$ cat config.mk
export PLATFORM = sky130hd
export DESIGN_NAME = s_mem_arbiter
export DESIGN_NICKNAME = d
export VERILOG_FILES = /design/src/rtl/s_mem_pkg.sv /design/src/rtl/s_mem_arbiter_rr_pick.sv /design/src/rtl/s_mem_arbiter.sv
export SDC_FILE = /design/constraint.sdc
export NUM_CORES = 1
export LEC_CHECK = 0
export ABC_AREA = 1
export CAP_MARGIN = 20
export CORE_ASPECT_RATIO = 1.2
export CORE_MARGIN = 4
export CORE_UTILIZATION = 28
export CTS_CLUSTER_SIZE = 12
export DETAILED_ROUTE_END_ITERATION = 10
export GPL_TIMING_DRIVEN = 0
export MAX_ROUTING_LAYER = met4
export PLACE_DENSITY = 0.8
export SLEW_MARGIN = 5
export SYNTH_ARGS = -nofsm -noshare
export SYNTH_HDL_FRONTEND = slang
export SYNTH_HIERARCHICAL = 1
export SYNTH_SLANG_ARGS = --single-unit
$ cat constraint.sdc
create_clock -name clk -period 2.85 [get_ports clk]
set_input_delay 0.57 -clock clk [delete_from_list [all_inputs] [get_ports clk]]
set_output_delay 0.57 -clock clk [all_outputs]
set_load 0.02 [all_outputs]
$ cat src/rtl/s_mem_pkg.sv
// -----------------------------------------------------------------------------
// s_mem_pkg
// Shared definitions for the S coefficient memory and its arbiter.
// The S memory holds 8 polynomial slots of 11 words each: word 0 of a slot is
// the degree N, words 1..10 are the coefficients.
// -----------------------------------------------------------------------------
package s_mem_pkg;

   localparam int S_SLOT_SIZE = 11;
   localparam int S_NUM_SLOTS = 8;
   localparam int S_DEPTH     = S_SLOT_SIZE * S_NUM_SLOTS;
   localparam int S_ADDR_W    = 8;
   localparam int S_DATA_W    = 16;

   typedef logic [S_ADDR_W-1:0] s_addr_t;
   typedef logic [S_DATA_W-1:0] s_data_t;

   // Which requester owns the memory port in the current cycle.
   typedef enum logic [1:0] {
      WIN_NONE = 2'd0,
      WIN_WR   = 2'd1,
      WIN_RD   = 2'd2
   } win_t;

   // Address of word 0 (the N word) of polynomial slot 'slot'.
   function automatic s_addr_t slot_base(input logic [2:0] slot);
      return S_ADDR_W'(slot * S_SLOT_SIZE);
   endfunction

endpackage

$ cat src/rtl/s_mem_arbiter_rr_pick.sv
// -----------------------------------------------------------------------------
// rr_pick
// Round-robin priority picker. Scans the request vector starting at index
// 'ptr' and moving upward with wrap-around; the first asserted request wins.
//
// Ports:
//   req   in  N      request vector
//   ptr   in  IDX_W  index with highest priority this cycle
//   gnt   out N      one-hot grant (all zero when no request)
//   idx   out IDX_W  index of the granted request (0 when none)
//   found out 1      at least one request is asserted
// -----------------------------------------------------------------------------
module rr_pick #(
   parameter int N     = 2,
   parameter int IDX_W = 1
) (
   input  logic [N-1:0]     req,
   input  logic [IDX_W-1:0] ptr,
   output logic [N-1:0]     gnt,
   output logic [IDX_W-1:0] idx,
   output logic             found
);

   logic [IDX_W-1:0] cand;

   // NOTE: every output of a combinational block gets a default before any
   // conditional assignment; a path that leaves a variable unassigned infers a latch.
   always_comb begin
      gnt   = '0;
      idx   = '0;
      found = 1'b0;
      cand  = '0;
      for (int off = 0; off < N; off++) begin
         cand = IDX_W'((int'(ptr) + off) % N);
         if (!found && req[cand]) begin
            found     = 1'b1;
            gnt[cand] = 1'b1;
            idx       = cand;
         end
      end
   end

endmodule

$ cat src/rtl/s_mem_arbiter.sv
// -----------------------------------------------------------------------------
// s_mem_arbiter
// Shares the single-port S coefficient memory between one store-polynomial
// writer and NUM_RD polynomial-evaluation readers. One access is granted per
// cycle, combinationally from the current requests; read data returns to the
// granted reader one cycle later with a one-hot valid.
//
// Priority: the writer normally beats the readers, but once some reader has
// lost MAX_WAIT consecutive cycles the readers take the next slot. Among the
// readers the choice is round-robin.
//
// Ports:
//   clk, rst          clock; asynchronous active-low reset
//   rst_instr         synchronous active-low soft clear
//   wr_req/addr/data  writer request (held until wr_gnt)
//   wr_gnt            write accepted this cycle
//   rd_req/rd_addr    per-reader requests; reader i address at [8i+7:8i]
//   rd_gnt            one-hot read grant
//   rd_valid, rd_data read return, one cycle after rd_gnt
//   mem_*             memory port (mem_rdata has 1-cycle latency)
//   err_oob           registered pulse: a granted access was out of range
// -----------------------------------------------------------------------------
module s_mem_arbiter #(
   parameter int NUM_RD   = 2,
   parameter int S_DEPTH  = s_mem_pkg::S_DEPTH,
   parameter int MAX_WAIT = 4
) (
   input  logic                                 clk,
   input  logic                                 rst,
   input  logic                                 rst_instr,
   input  logic                                 wr_req,
   input  logic [s_mem_pkg::S_ADDR_W-1:0]        wr_addr,
   input  logic [s_mem_pkg::S_DATA_W-1:0]        wr_data,
   output logic                                 wr_gnt,
   input  logic [NUM_RD-1:0]                    rd_req,
   input  logic [NUM_RD*s_mem_pkg::S_ADDR_W-1:0] rd_addr,
   output logic [NUM_RD-1:0]                    rd_gnt,
   output logic [NUM_RD-1:0]                    rd_valid,
   output logic [s_mem_pkg::S_DATA_W-1:0]        rd_data,
   output logic                                 mem_en,
   output logic                                 mem_we,
   output logic [s_mem_pkg::S_ADDR_W-1:0]        mem_addr,
   output logic [s_mem_pkg::S_DATA_W-1:0]        mem_wdata,
   input  logic [s_mem_pkg::S_DATA_W-1:0]        mem_rdata,
   output logic                                 err_oob
);

   import s_mem_pkg::*;

   localparam int RR_W = (NUM_RD > 1) ? $clog2(NUM_RD) : 1;
   localparam int WC_W = $clog2(MAX_WAIT + 1);
   localparam logic [WC_W-1:0]   WAIT_MAX  = WC_W'(MAX_WAIT);
   localparam logic [S_ADDR_W:0] DEPTH_LIM = (S_ADDR_W + 1)'(S_DEPTH);

   // Registered state
   logic [RR_W-1:0]   rr_ptr;
   logic [WC_W-1:0]   wait_cnt;
   logic [NUM_RD-1:0] rd_valid_q;
   logic              oob_q;

   // Combinational decode
   logic              active;
   s_addr_t           rd_addr_arr [NUM_RD];
   logic [NUM_RD-1:0] pick_gnt;
   logic [RR_W-1:0]   rd_idx;
   logic              any_rd;
   win_t              win;
   s_addr_t           win_addr;
   s_data_t           win_data;
   logic              win_oob;
   logic [WC_W-1:0]   wait_nxt;
   logic [RR_W-1:0]   rr_nxt;

   // Both resets block every grant in the cycle they are low.
   assign active = rst & rst_instr;

   for (genvar i = 0; i < NUM_RD; i++) begin : g_rd_addr
      assign rd_addr_arr[i] = rd_addr[i*S_ADDR_W +: S_ADDR_W];
   end

   rr_pick #(
      .N     (NUM_RD),
      .IDX_W (RR_W)
   ) u_rr_pick (
      .req   (rd_req),
      .ptr   (rr_ptr),
      .gnt   (pick_gnt),
      .idx   (rd_idx),
      .found (any_rd)
   );

   // Winner selection: a starved reader first, then the writer, then readers.
   always_comb begin
      win = WIN_NONE;
      if (active) begin
         if (any_rd && (wait_cnt == WAIT_MAX)) begin
            win = WIN_RD;
         end else if (wr_req) begin
            win = WIN_WR;
         end else if (any_rd) begin
            win = WIN_RD;
         end
      end
   end

   // Address and data of the winning access.
   always_comb begin
      win_addr = '0;
      win_data = '0;
      case (win)
         WIN_WR: begin
            win_addr = wr_addr;
            win_data = wr_data;
         end
         WIN_RD:  win_addr = rd_addr_arr[rd_idx];
         default: ;
      endcase
   end

   // Out-of-range accesses are still granted (the requester is released) but
   // never reach the memory macro.
   assign win_oob = (win != WIN_NONE) && ({1'b0, win_addr} >= DEPTH_LIM);

   assign wr_gnt    = (win == WIN_WR);
   assign rd_gnt    = (win == WIN_RD) ? pick_gnt : '0;
   assign mem_en    = (win != WIN_NONE) && !win_oob;
   assign mem_we    = mem_en && (win == WIN_WR);
   assign mem_addr  = win_addr;
   assign mem_wdata = win_data;

   // Starvation counter: counts cycles where a reader waits without a grant.
   always_comb begin
      wait_nxt = wait_cnt;
      if ((win == WIN_RD) || !any_rd) begin
         wait_nxt = '0;
      end else if (wait_cnt != WAIT_MAX) begin
         wait_nxt = wait_cnt + 1'b1;
      end
   end

   // Next round-robin start: one past the reader just served, with wrap.
   assign rr_nxt = (rd_idx == RR_W'(NUM_RD - 1)) ? '0 : rd_idx + 1'b1;

   // NOTE: clocked state uses non-blocking assignments so every register samples
   // the pre-edge values; blocking here would make results depend on statement order.
   always_ff @(posedge clk or negedge rst) begin
      if (!rst) begin
         rr_ptr     <= '0;
         wait_cnt   <= '0;
         rd_valid_q <= '0;
         oob_q      <= 1'b0;
         err_oob    <= 1'b0;
      end else if (!rst_instr) begin
         rr_ptr     <= '0;
         wait_cnt   <= '0;
         rd_valid_q <= '0;
         oob_q      <= 1'b0;
         err_oob    <= 1'b0;
      end else begin
         wait_cnt   <= wait_nxt;
         if (win == WIN_RD) begin
            rr_ptr <= rr_nxt;
         end
         rd_valid_q <= rd_gnt;
         oob_q      <= (win == WIN_RD) && win_oob;
         err_oob    <= win_oob;
      end
   end

   // A read granted just before a soft clear is dropped: the valid is masked in
   // the clear cycle itself, so the requester has to re-request.
   assign rd_valid = rd_valid_q & {NUM_RD{rst_instr}};
   assign rd_data  = ((|rd_valid) && !oob_q) ? mem_rdata : '0;

endmodule

==> summary.txt, run 1 <==
CTS Buf Count: 3
#FFs+latches synth: 8
final setup violation count: 4
site row count: 23
r2r setup slk: 0.43 ns
wire length per cell: 11.8 um
GRT Total Usage: 18.5%
worst path bufs/invs: 5
R2R depth: 18
CTS tree: done
layout overhead on the synthesized area: 138%
HP Class: primary input to asynchronous set/reset pin
Die Area: 4700 um2
Worst Setup SP: rr_ptr$_DFFE_PN0P_
gpl congestion: 0.763
setup TNS: -0.161 ns
Synth Cell Area: 1030 um2
antenna violation net count after detailed routing: 0
CP Class: flop to primary output
syn avg cell area: 5.21 um2
peak per-stage delay on the critical path: 0.45 ns
Worst setup EP type: primary output
Critical-path top delay cell: dfrtp_2
Final Hold Fails: 0
initial drt markers: 68
Sink Count: 8
Max-Cap Viols: 0
number of global-route vias before repair: 1,572
status: finished, violations left
dpl cells: 343
first-pass GRT wire length: 6620 um
die extent in x: 63.3 um
drt pass-1 iters: 4
startpoint types: flop
Initial Util: 30.0%
clk_lat worst skew: 0.23 ns
crit path time final: 2.92 ns
Seq/Total Area, Yosys: 19.5%
crit path max fanout: 5
final WL: 4320 um
Worst EP arrival: 2.35 ns
VDD IR max: 0.0928 mV
CP dominant cell by count: nor2_2
DPL Wire Length: 3290 um
Slew Viols, Final: 0
Static Leak: 1.37 nW
htree depth: 1
die height: 74.3 um
pin count of the biggest net entering global routing: 11
leading post-synthesis cells by cell area: inv_1 22%, dfrtp_1 20%, nand2_1 17%
Ports: 110
RSZ-0062 raised after global routing: yes
share of layout cells above drive strength 1: 28.2%
Stages on worst setup path: 16
Core Util, Final: 71.4%
CTS max path bufs: 2
Mapped Cells: 197
CTS Root Cell: clkbuf_8
Worst path top cell family by delay: simple AND/OR/NAND/NOR gates
Pwr Total: 0.000505 W
NumNets Final: 399
synth warn: 6
Overflow after GRT: 0
worst setup margin: -0.0702 ns
crit path capture: mem_we
worst r2r src: rr_ptr$_DFFE_PN0P_
via count: 1,642
Pwr Density: 207 nW/um2
Req. time, crit path: 2.28 ns
antenna cells: 0
Worst Max-Slew Pin Slew: 0.303 ns
Tcrit/Tclk final: 102%
Peak Freq: 342 MHz
final cell count without fillers: 367
Clock transition at path regs: 0.04 ns
capturing point of the worst reg2reg path: oob_q$_DFF_PN0_
initial antenna violation count: 0
Worst Clk Skew: 0.00144 ns
max_slew headroom: 79.6%
synth unique cells: 21
share of the synthesized area in the top cell type: 21.6%
DRC viols: 0
failing checks: negative setup slack
Port-buffer cells: 109
core area: 3420 um2
syn_nets: 264
Vias/cell: 4.47
crit path cell chain: nor2_4 > nor2_2 > nand2_2 > inv_2 > buf_12 > nor3_4 > ha_2 > buf_6 > inv_4 > nor2_2 > o21ai_1 > a21oi_2 > nand2_2 > nand3_2 > nor2_2 > buf_6
cell taking the most area after synthesis: inv_1
-- power by group --
| group | switching, W | internal (W) | total (W) |
|---|---|---|---|
| clock | 0.0000467 | 0.0000916 | 0.000138 |
| combinational | 0.000103 | 0.000142 | 0.000245 |
| sequential | 0.00000373 | 0.000119 | 0.000122 |
| total | 0.000153 | 0.000352 | 0.000505 |
-- worst min-delay path by stage --
stage / startpoint / endpoint / slack (ns) / depth (start not counted)
detailed placement: wait_cnt[2]$_DFFE_PN0P_ / wait_cnt[2]$_DFFE_PN0P_ / 0.49 / 1
CTS: rst / err_oob$_DFF_PN0_ / 0.19 / 1
global route: rst / err_oob$_DFF_PN0_ / 0.20 / 1
global placement: wait_cnt[2]$_DFFE_PN0P_ / wait_cnt[2]$_DFFE_PN0P_ / 0.47 / 1
floorplan: rst / err_oob$_DFF_PN0_ / 0.27 / 0
finish: rst / err_oob$_DFF_PN0_ / 0.19 / 1
-- cell type report --
type                       instances  area, um2
clock buffer                       3       41.3
multi-input combinational        121        647
timing repair buffer             131       1210
inverter                          61        234
buffer                             6       60.1
tap                               37       46.3
sequential                         8        201
fill                             286        980
-- repair_timing --
action / 4_1_cts / 5_1_grt
resized for setup: 115 / 49
pin swaps: 14 / 11
setup endpoints to repair: 39 / 26
setup buffers: 13 / 8
hold buffers: 0 / 0
cloned: 1 / 0
-- through the flow --
| stage | cell area [um2] | hold slack [ns] | worst slack [ns] |
|---|---|---|---|
| after floorplan | 1030 | 0.274 | -0.0570 |
| after global placement | 2170 | 0.467 | -1.24 |
| after detailed placement | 2170 | 0.486 | -1.27 |
| after CTS | 2380 | 0.190 | -0.0557 |
| after global routing | 2440 | 0.197 | -0.222 |
| final | 2440 | 0.187 | -0.0702 |
-- kinds of logic after synthesis --
family	after synthesis	synth area share [%]
fa+ha+maj	5	6.10
simple gates	94	35.5
compound gates	22	12.1
buf+inv	68	26.8
flops	8	19.5
-- routing by layer --
layer / share of wire (%) / track usage (%) / wire, um
met1: 33 / 16.9 / 1430
met2: 51 / 33.9 / 2200
met3: 14 / 8.16 / 608
met4: 1.7 / 7.91 / 75
met5: 0 / - / 0
-- cell usage in the layout (no fill, tap or decap), types with 2 or more instances in the layout --
| master | n |
|---|---|
| dlygate4sd2_1 | 2 |
| a21oi_1 | 6 |
| buf_4 | 23 |
| buf_2 | 6 |
| a21oi_2 | 2 |
| inv_4 | 2 |
| clkdlybuf4s50_1 | 76 |
| nand3_2 | 3 |
| nand2_1 | 39 |
| nor2_1 | 35 |
| ha_2 | 2 |
| inv_1 | 50 |
| o21ai_1 | 2 |
| clkdlybuf4s15_1 | 6 |
| clkdlybuf4s15_2 | 4 |
| clkbuf_8 | 4 |
| clkbuf_2 | 7 |
| inv_2 | 9 |
| nand2_2 | 6 |
| ha_1 | 2 |
| o21ai_0 | 8 |
| dfrtp_1 | 7 |
| buf_6 | 10 |
| nor2_2 | 5 |
-- cells in the mapped netlist --
cell       n
inv_1     59
nand2_1   46
nor2_1    40
o21ai_0   10
dfrtp_1    8
a21oi_1    7
ha_1       5
nand3_1    4
nor3_1     3
buf_2      2
buf_6      2
clkbuf_1   2
a21oi_2    1
a31oi_1    1
buf_1      1
inv_2      1
inv_4      1
nor2_2     1
o21a_1     1
o21ai_1    1
o21bai_2   1
-- registers in the layout, summed over array words and instances (netlist names) --
register    cells
wait_cnt        3
rd_valid_q      2
err_oob         1
oob_q           1
rr_ptr          1
(Power assumes the default switching activity.)
==> inputs of run 2 (changes only) <==
--- a/config.mk
+++ b/config.mk
@@ -9,14 +9,13 @@
 export CAP_MARGIN = 20
 export CORE_ASPECT_RATIO = 1.2
 export CORE_MARGIN = 4
-export CORE_UTILIZATION = 28
+export CORE_UTILIZATION = 29
 export CTS_CLUSTER_SIZE = 12
 export DETAILED_ROUTE_END_ITERATION = 10
 export GPL_TIMING_DRIVEN = 0
 export MAX_ROUTING_LAYER = met4
-export PLACE_DENSITY = 0.8
+export PLACE_DENSITY = 0.82
 export SLEW_MARGIN = 5
 export SYNTH_ARGS = -nofsm -noshare
 export SYNTH_HDL_FRONTEND = slang
-export SYNTH_HIERARCHICAL = 1
 export SYNTH_SLANG_ARGS = --single-unit
==> summary.txt, run 2 <==
antenna cells: 0 (unchanged)
Initial Util: 30.7% (was 30.0%)
cell taking the most area after synthesis: inv_1 (unchanged)
Final Hold Fails: 0 (unchanged)
pin count of the biggest net entering global routing: 11 (unchanged)
startpoint types: flop (unchanged)
synth cell count leaders: 60 x inv_1, 35 x nand2_1, 34 x nor2_1 (was 59 x inv_1, 46 x nand2_1, 40 x nor2_1)
number of global-route vias before repair: 1,431 (was 1,572)
layout overhead on the synthesized area: 118% (was 138%)
Pwr Density: 205 nW/um2 (was 207 nW/um2)
Die Area: 4630 um2 (was 4700 um2)
Worst setup EP type: primary output (unchanged)
leading post-synthesis cells by cell area: inv_1 22%, dfrtp_1 19%, nand2_1 13% (was inv_1 22%, dfrtp_1 20%, nand2_1 17%)
Fillers: 304 (was 286)
most frequent cells in the layout: 76 x clkdlybuf4s50_1, 56 x inv_1, 33 x nand2_1, 32 x nor2_1, 11 x clkdlybuf4s15_1 (was 76 x clkdlybuf4s50_1, 50 x inv_1, 39 x nand2_1, 35 x nor2_1, 23 x buf_4)
gpl congestion: 0.813 (was 0.763)
DPL Wire Length: 3240 um (was 3290 um)
die extent in x: 62.8 um (was 63.3 um)
NumNets Final: 373 (was 399)
Vias/cell: 4.41 (was 4.47)
dpl cells: 335 (was 343)
first-pass GRT wire length: 5650 um (was 6620 um)
GRT Total Usage: 15.9% (was 18.5%)
htree depth: 1 (unchanged)
Synth Cell Area: 1040 um2 (was 1030 um2)
crit path capture: mem_we (unchanged)
Ports: 110 (unchanged)
Req. time, crit path: 2.28 ns (about the same)
status: finished clean (was finished, violations left)
top flop regs: wait_cnt x3, rd_valid_q x2 (unchanged)
max_slew headroom: 71.2% (was 79.6%)
count leader, synth: inv_1 (unchanged)
final cell count without fillers: 341 (was 367)
share of layout cells above drive strength 1: 18.4% (was 28.2%)
CTS tree: done (unchanged)
#FFs+latches synth: 8 (unchanged)
P_int: 0.000333 W (was 0.000352 W)
r2r setup slk: 0.95 ns (was 0.43 ns)
Sink Count: 8 (unchanged)
Port-buffer cells: 109 (unchanged)
net switching power: 0.000134 W (was 0.000153 W)
Peak Freq: 363 MHz (was 342 MHz)
final WL: 3690 um (was 4320 um)
Slew Viols, Final: 0 (unchanged)
R2R depth: 15 (was 18)
synth unique cells: 25 (was 21)
Mapped Cells: 189 (was 197)
drt pass-1 iters: 4 (unchanged)
final setup violation count: 0 (was 4)
clk_lat worst skew: 0.23 ns (about the same)
core area: 3400 um2 (was 3420 um2)
initial antenna violation count: 0 (unchanged)
pre-CTS setup slack: -1.23 ns (was -1.27 ns)
initial drt markers: 8 (was 68)
Max-Cap Viols: 0 (unchanged)
sw frac: 28.6% (was 30.3%)
Clock transition at path regs: 0.04 ns (about the same)
crit path max fanout: 7 (was 5)
Tcrit/Tclk final: 96.6% (was 102%)
RSZ-0062 raised after global routing: yes (unchanged)
share of the synthesized area in the top cell type: 21.6% (about the same)
worst setup margin: 0.0983 ns (was -0.0702 ns)
synth warn: 0 (was 6)
Synth Flop Type: dfrtp_1 (unchanged)
Core Util, Final: 67.0% (was 71.4%)
Worst Max-Slew Pin Slew: 0.431 ns (was 0.303 ns)
Static Leak: 1.25 nW (was 1.37 nW)
Combinational Power Share: 45.8% (was 48.5%)
CTS max path bufs: 2 (unchanged)
Seq/Total Area, Yosys: 19.2% (was 19.5%)
Largest register FFs: 3 (unchanged)
CP Class: flop to primary output (unchanged)
via count: 1,504 (was 1,642)
Reg with most FFs: wait_cnt (unchanged)
Worst Clk Skew: 0.00299 ns (was 0.00144 ns)
HP Class: primary input to asynchronous set/reset pin (unchanged)
Post-synth EDFFs: 0 (unchanged)
most common cell after layout, fill and taps aside: clkdlybuf4s50_1 (unchanged)
crit path time final: 2.75 ns (was 2.92 ns)
Overflow after GRT: 0 (unchanged)
DRC viols: 0 (unchanged)
wire length per cell: 10.8 um (was 11.8 um)
setup TNS: 0 ns (was -0.161 ns)
CTS Root Cell: clkbuf_8 (unchanged)
worst r2r src: wait_cnt[0]$_DFFE_PN0P_ (was rr_ptr$_DFFE_PN0P_)
site row count: 23 (unchanged)
sequential power share: 25.9% (was 24.2%)
Worst Setup SP: wait_cnt[0]$_DFFE_PN0P_ (was rr_ptr$_DFFE_PN0P_)
syn_nets: 256 (was 264)
syn avg cell area: 5.52 um2 (was 5.21 um2)
CTS Buf Count: 3 (unchanged)
Async SR Flop Fraction: 100% (unchanged)
capturing point of the worst reg2reg path: oob_q$_DFF_PN0_ (unchanged)
Worst EP arrival: 2.18 ns (was 2.35 ns)
die height: 73.7 um (was 74.3 um)
VDD IR max: 0.104 mV (was 0.0928 mV)
clock network power share: 28.4% (was 27.4%)
antenna violation net count after detailed routing: 0 (unchanged)
-- run 2: worst min path at each step --
| stage | startpoint | endpoint | slack (ns) | depth (start not counted) |
|---|---|---|---|---|
| floorplan | rst | err_oob$_DFF_PN0_ | 0.27 | 0 |
| global placement | rr_ptr$_DFFE_PN0P_ | rr_ptr$_DFFE_PN0P_ | 0.54 | 2 |
| detailed placement | rr_ptr$_DFFE_PN0P_ | rr_ptr$_DFFE_PN0P_ | 0.55 | 2 |
| CTS | rst | wait_cnt[2]$_DFFE_PN0P_ | 0.17 | 1 |
| global route | rst | wait_cnt[0]$_DFFE_PN0P_ | 0.17 | 1 |
| finish | rst | wait_cnt[2]$_DFFE_PN0P_ | 0.18 | 1 |
-- run 2: worst max-delay path, stage by stage, from the launching register on --
cell	delay, ns
dfrtp_1	0.38
inv_2	0.09
ha_4	0.14
nand2_4	0.06
a21oi_2	0.13
and2_4	0.17
inv_2	0.05
ha_4	0.16
buf_6	0.13
nand2_1	0.05
o21a_1	0.13
nand2_1	0.07
nand2_2	0.07
nand3_2	0.07
nor2_1	0.10
buf_4	0.15
-- run 2: cells by family after synthesis --
kind of cell	Yosys count	synth area share, %
xor gates and xnor gates	1	0.839
AOI/OAI and AO/OA	19	11.6
DFF	8	19.2
and+or+nand+nor	90	36.5
adders and majority gates	5	6.00
buffers and inverters	66	25.9
-- run 2: final cells by class --
type,count,area [um2],share of cell area (%)
Clock buffer,3,41.3,1.81
Inverter,60,225,9.90
Buffer,5,42.5,1.87
Tap cell,37,46.3,2.03
Timing Repair Buffer,113,1070,46.9
Multi-Input combinational cell,115,652,28.6
Sequential cell,8,200,8.80
-- run 2: repair_timing --
action	4_1_cts	5_1_grt
endpoints found under the setup margin	45	38
setup buffers	1	3
gates resized for setup	101	16
pin swaps	8	8
hold buffers	0	0
-- run 2: power by group through the flow --
stage          Combinational (W)  Sequential (W)  Clock, W
2_1_floorplan          0.0000792        0.000121         0
3_3_place_gp            0.000200        0.000122         0
3_5_place_dp            0.000202        0.000122         0
4_1_cts                 0.000208        0.000121  0.000137
5_1_grt                 0.000232        0.000121  0.000144
6_report                0.000214        0.000121  0.000132
-- run 2: metal layers --
| layer | track usage [%] | up-vias | wire [um] |
|---|---|---|---|
| met5 | - | - | 0 |
| met4 | 7.60 | 0 | 73 |
| met3 | 6.73 | 7 | 523 |
| met2 | 29.3 | 97 | 1730 |
| met1 | 14.3 | 629 | 1360 |
| li1 | - | 771 | - |
-- run 2: through the flow --
| stage | area [um2] | power [W] | hold WS (ns) |
|---|---|---|---|
| floorplan | 1040 | 0.000200 | 0.274 |
| global placement | 2180 | 0.000321 | 0.544 |
| detailed placement | 2180 | 0.000324 | 0.552 |
| CTS | 2270 | 0.000467 | 0.173 |
| global route | 2280 | 0.000498 | 0.175 |
| finish | 2280 | 0.000467 | 0.179 |
==> inputs of run 3 (changes only) <==
--- a/config.mk
+++ b/config.mk
@@ -7,7 +7,7 @@
 export LEC_CHECK = 0
 export ABC_AREA = 1
 export CAP_MARGIN = 20
-export CORE_ASPECT_RATIO = 1.2
+export CORE_ASPECT_RATIO = 0.9
 export CORE_MARGIN = 4
 export CORE_UTILIZATION = 29
 export CTS_CLUSTER_SIZE = 12
==> constraint.sdc (replaced) <==
create_clock -name clk -period 3 [get_ports clk]
set_input_delay 0.6 -clock clk [delete_from_list [all_inputs] [get_ports clk]]
set_output_delay 0.6 -clock clk [all_outputs]
set_load 0.02 [all_outputs]
==> summary.txt, run 3 (same netlist as run 2, synthesis figures left out) <==
initial drt markers: 18 (was 8)
die extent in x: 71.2 um (was 62.8 um)
wire length per cell: 10.8 um (about the same)
number of global-route vias before repair: 1,408 (was 1,431)
Pwr Total: 0.000441 W (was 0.000467 W)
Final Hold Fails: 0 (unchanged)
status: finished clean (unchanged)
Pwr Density: 194 nW/um2 (was 205 nW/um2)
Critical-path top delay cell: dlygate4sd2_1 (was dfrtp_1)
site row count: 20 (was 23)
Design Area, Final: 2270 um2 (was 2280 um2)
crit path max fanout: 10 (was 7)
startpoint types: primary input (was flop)
most frequent cells in the layout: 76 x clkdlybuf4s50_1, 58 x inv_1, 33 x nand2_1, 33 x nor2_1, 14 x dlygate4sd2_1 (was 76 x clkdlybuf4s50_1, 56 x inv_1, 33 x nand2_1, 32 x nor2_1, 11 x clkdlybuf4s15_1)
Worst path top cell family by delay: buffers and inverters (was simple AND/OR/NAND/NOR gates)
initial antenna violation count: 0 (unchanged)
antenna violation net count after detailed routing: 0 (unchanged)
R2R depth: 16 (was 15)
crit path cell chain: dlygate4sd2_1 > nor2_2 > nor2_1 > nor3_2 > buf_4 > ha_4 > buf_6 > clkbuf_2 > nand2_1 > inv_1 > dlygate4sd2_1 (was inv_2 > ha_4 > nand2_4 > a21oi_2 > and2_4 > inv_2 > ha_4 > buf_6 > nand2_1 > o21a_1 > nand2_1 > nand2_2 > nand3_2 > nor2_1 > buf_4)
htree depth: 1 (unchanged)
peak per-stage delay on the critical path: 0.32 ns (was 0.38 ns)
Worst Max-Slew Pin Slew: 0.492 ns (was 0.431 ns)
layout overhead on the synthesized area: 118% (about the same)
Clock transition at path regs: 0.04 ns (about the same)
CTS Root Cell: clkbuf_8 (unchanged)
core area: 3430 um2 (was 3400 um2)
Slew Viols, Final: 0 (unchanged)
Req. time, crit path: 2.40 ns (was 2.28 ns)
VDD IR max: 0.400 mV (was 0.104 mV)
Worst Clk Skew: 0.00363 ns (was 0.00299 ns)
CP dominant cell by count: dlygate4sd2_1
HP Class: primary input to asynchronous set/reset pin (unchanged)
Static Leak: 1.29 nW (was 1.25 nW)
CP Class: primary input to primary output (was flop to primary output)
worst path bufs/invs: 6 (was 4)
first-pass GRT wire length: 5840 um (was 5650 um)
Reg with most FFs: wait_cnt (unchanged)
clk_lat worst skew: 0.23 ns (about the same)
Max-Cap Viols: 0 (unchanged)
DRC viols: 0 (unchanged)
CTS max path bufs: 2 (unchanged)
capturing point of the worst reg2reg path: err_oob$_DFF_PN0_ (was oob_q$_DFF_PN0_)
NumNets Final: 374 (was 373)
final cell count without fillers: 349 (was 341)
antenna cells: 0 (unchanged)
top flop regs: wait_cnt x3, rd_valid_q x2 (unchanged)
max_slew headroom: 67.1% (was 71.2%)
Port-buffer cells: 109 (unchanged)
Largest register FFs: 3 (unchanged)
share of layout cells above drive strength 1: 15.4% (was 18.4%)
final setup violation count: 0 (unchanged)
Overflow after GRT: 0 (unchanged)
CTS Buf Count: 3 (unchanged)
setup TNS: 0 ns (unchanged)
Initial Util: 30.4% (was 30.7%)
most common cell after layout, fill and taps aside: clkdlybuf4s50_1 (unchanged)
CTS tree: done (unchanged)
placed inst area: 2190 um2 (was 2180 um2)
Die Area: 4620 um2 (was 4630 um2)
Ports: 110 (unchanged)
Worst EP arrival: 2.30 ns (was 2.18 ns)
Worst setup EP type: primary output (unchanged)
drt pass-1 iters: 4 (unchanged)
Peak Freq: 345 MHz
crit path time final: 2.90 ns
Sink Count: 8 (unchanged)
final WL: 3760 um (was 3690 um)
DPL Wire Length: 3170 um (was 3240 um)
via count: 1,460 (was 1,504)
Vias/cell: 4.18 (was 4.41)
Tcrit/Tclk final: 96.6%
dpl cells: 342 (was 335)
r2r setup slk: 1.03 ns (was 0.95 ns)
worst r2r src: wait_cnt[1]$_DFFE_PN0P_ (was wait_cnt[0]$_DFFE_PN0P_)
die height: 64.9 um (was 73.7 um)
pin count of the biggest net entering global routing: 11 (unchanged)
hold buffers post-CTS: 0 (unchanged)
gpl congestion: 0.798 (was 0.813)
GRT Total Usage: 15.7% (was 15.9%)
[run 3: changes by cell type in the layout (fill, tap and decap cells not counted), sizes merged]
cell,before,now
clkbuf,10,12
dlymetal6s2s,0,1
clkdlybuf4s15,16,8
buf,14,11
dlygate4sd2,5,14
[run 3: metal layers]
metal  wire length (um)  global-route usage (%)
met5                  0                       -
met4                 55                    3.29
met3                417                    5.89
met2               1810                    26.6
met1               1470                    17.7
[run 3: worst max path at each step]
stage / startpoint / depth (start not counted) / slack [ns] / to
floorplan: wait_cnt[0]$_DFFE_PN0P_ / 14 / 0.19 / mem_we
detailed placement: rst / 14 / -1.14 / mem_we
global route: wait_cnt[1]$_DFFE_PN0P_ / 15 / -0.02 / mem_we
finish: rd_req[0] / 11 / 0.10 / mem_wdata[1]
global placement: rst / 14 / -1.10 / mem_we
CTS: rd_req[1] / 11 / 0.002 / mem_addr[1]
[run 3: area by class of cell]
| class | count | area (um2) |
|---|---|---|
| buffer | 5 | 40.0 |
| fill | 300 | 1160 |
| timing repair buffer | 114 | 1070 |
| tap | 44 | 55.1 |
| multi-input combinational | 115 | 639 |
| clock buffer | 3 | 41.3 |
| sequential | 8 | 200 |
| inverter | 60 | 225 |
[run 3: timing repair]
action                     in CTS  in global routing
pin swaps                       2                  6
setup endpoints to repair      39                 37
setup buffers                   1                  4
resized for setup              57                 30
[run 3: report_power, final]
group	internal, W	switching (W)
logic	0.000113	0.0000838
clock network	0.0000870	0.0000429
registers	0.000112	0.00000225
total	0.000312	0.000129
[run 3: per-stage QoR]
stage | hold WS, ns | util, % | worst slack, ns
2_1_floorplan | 0.304 | - | 0.189
3_3_place_gp | 0.534 | 63.9 | -1.10
3_5_place_dp | 0.547 | 63.9 | -1.14
4_1_cts | 0.312 | 65.3 | 0.00217
5_1_grt | 0.214 | 66.2 | -0.0171
6_report | 0.209 | 66.2 | 0.103
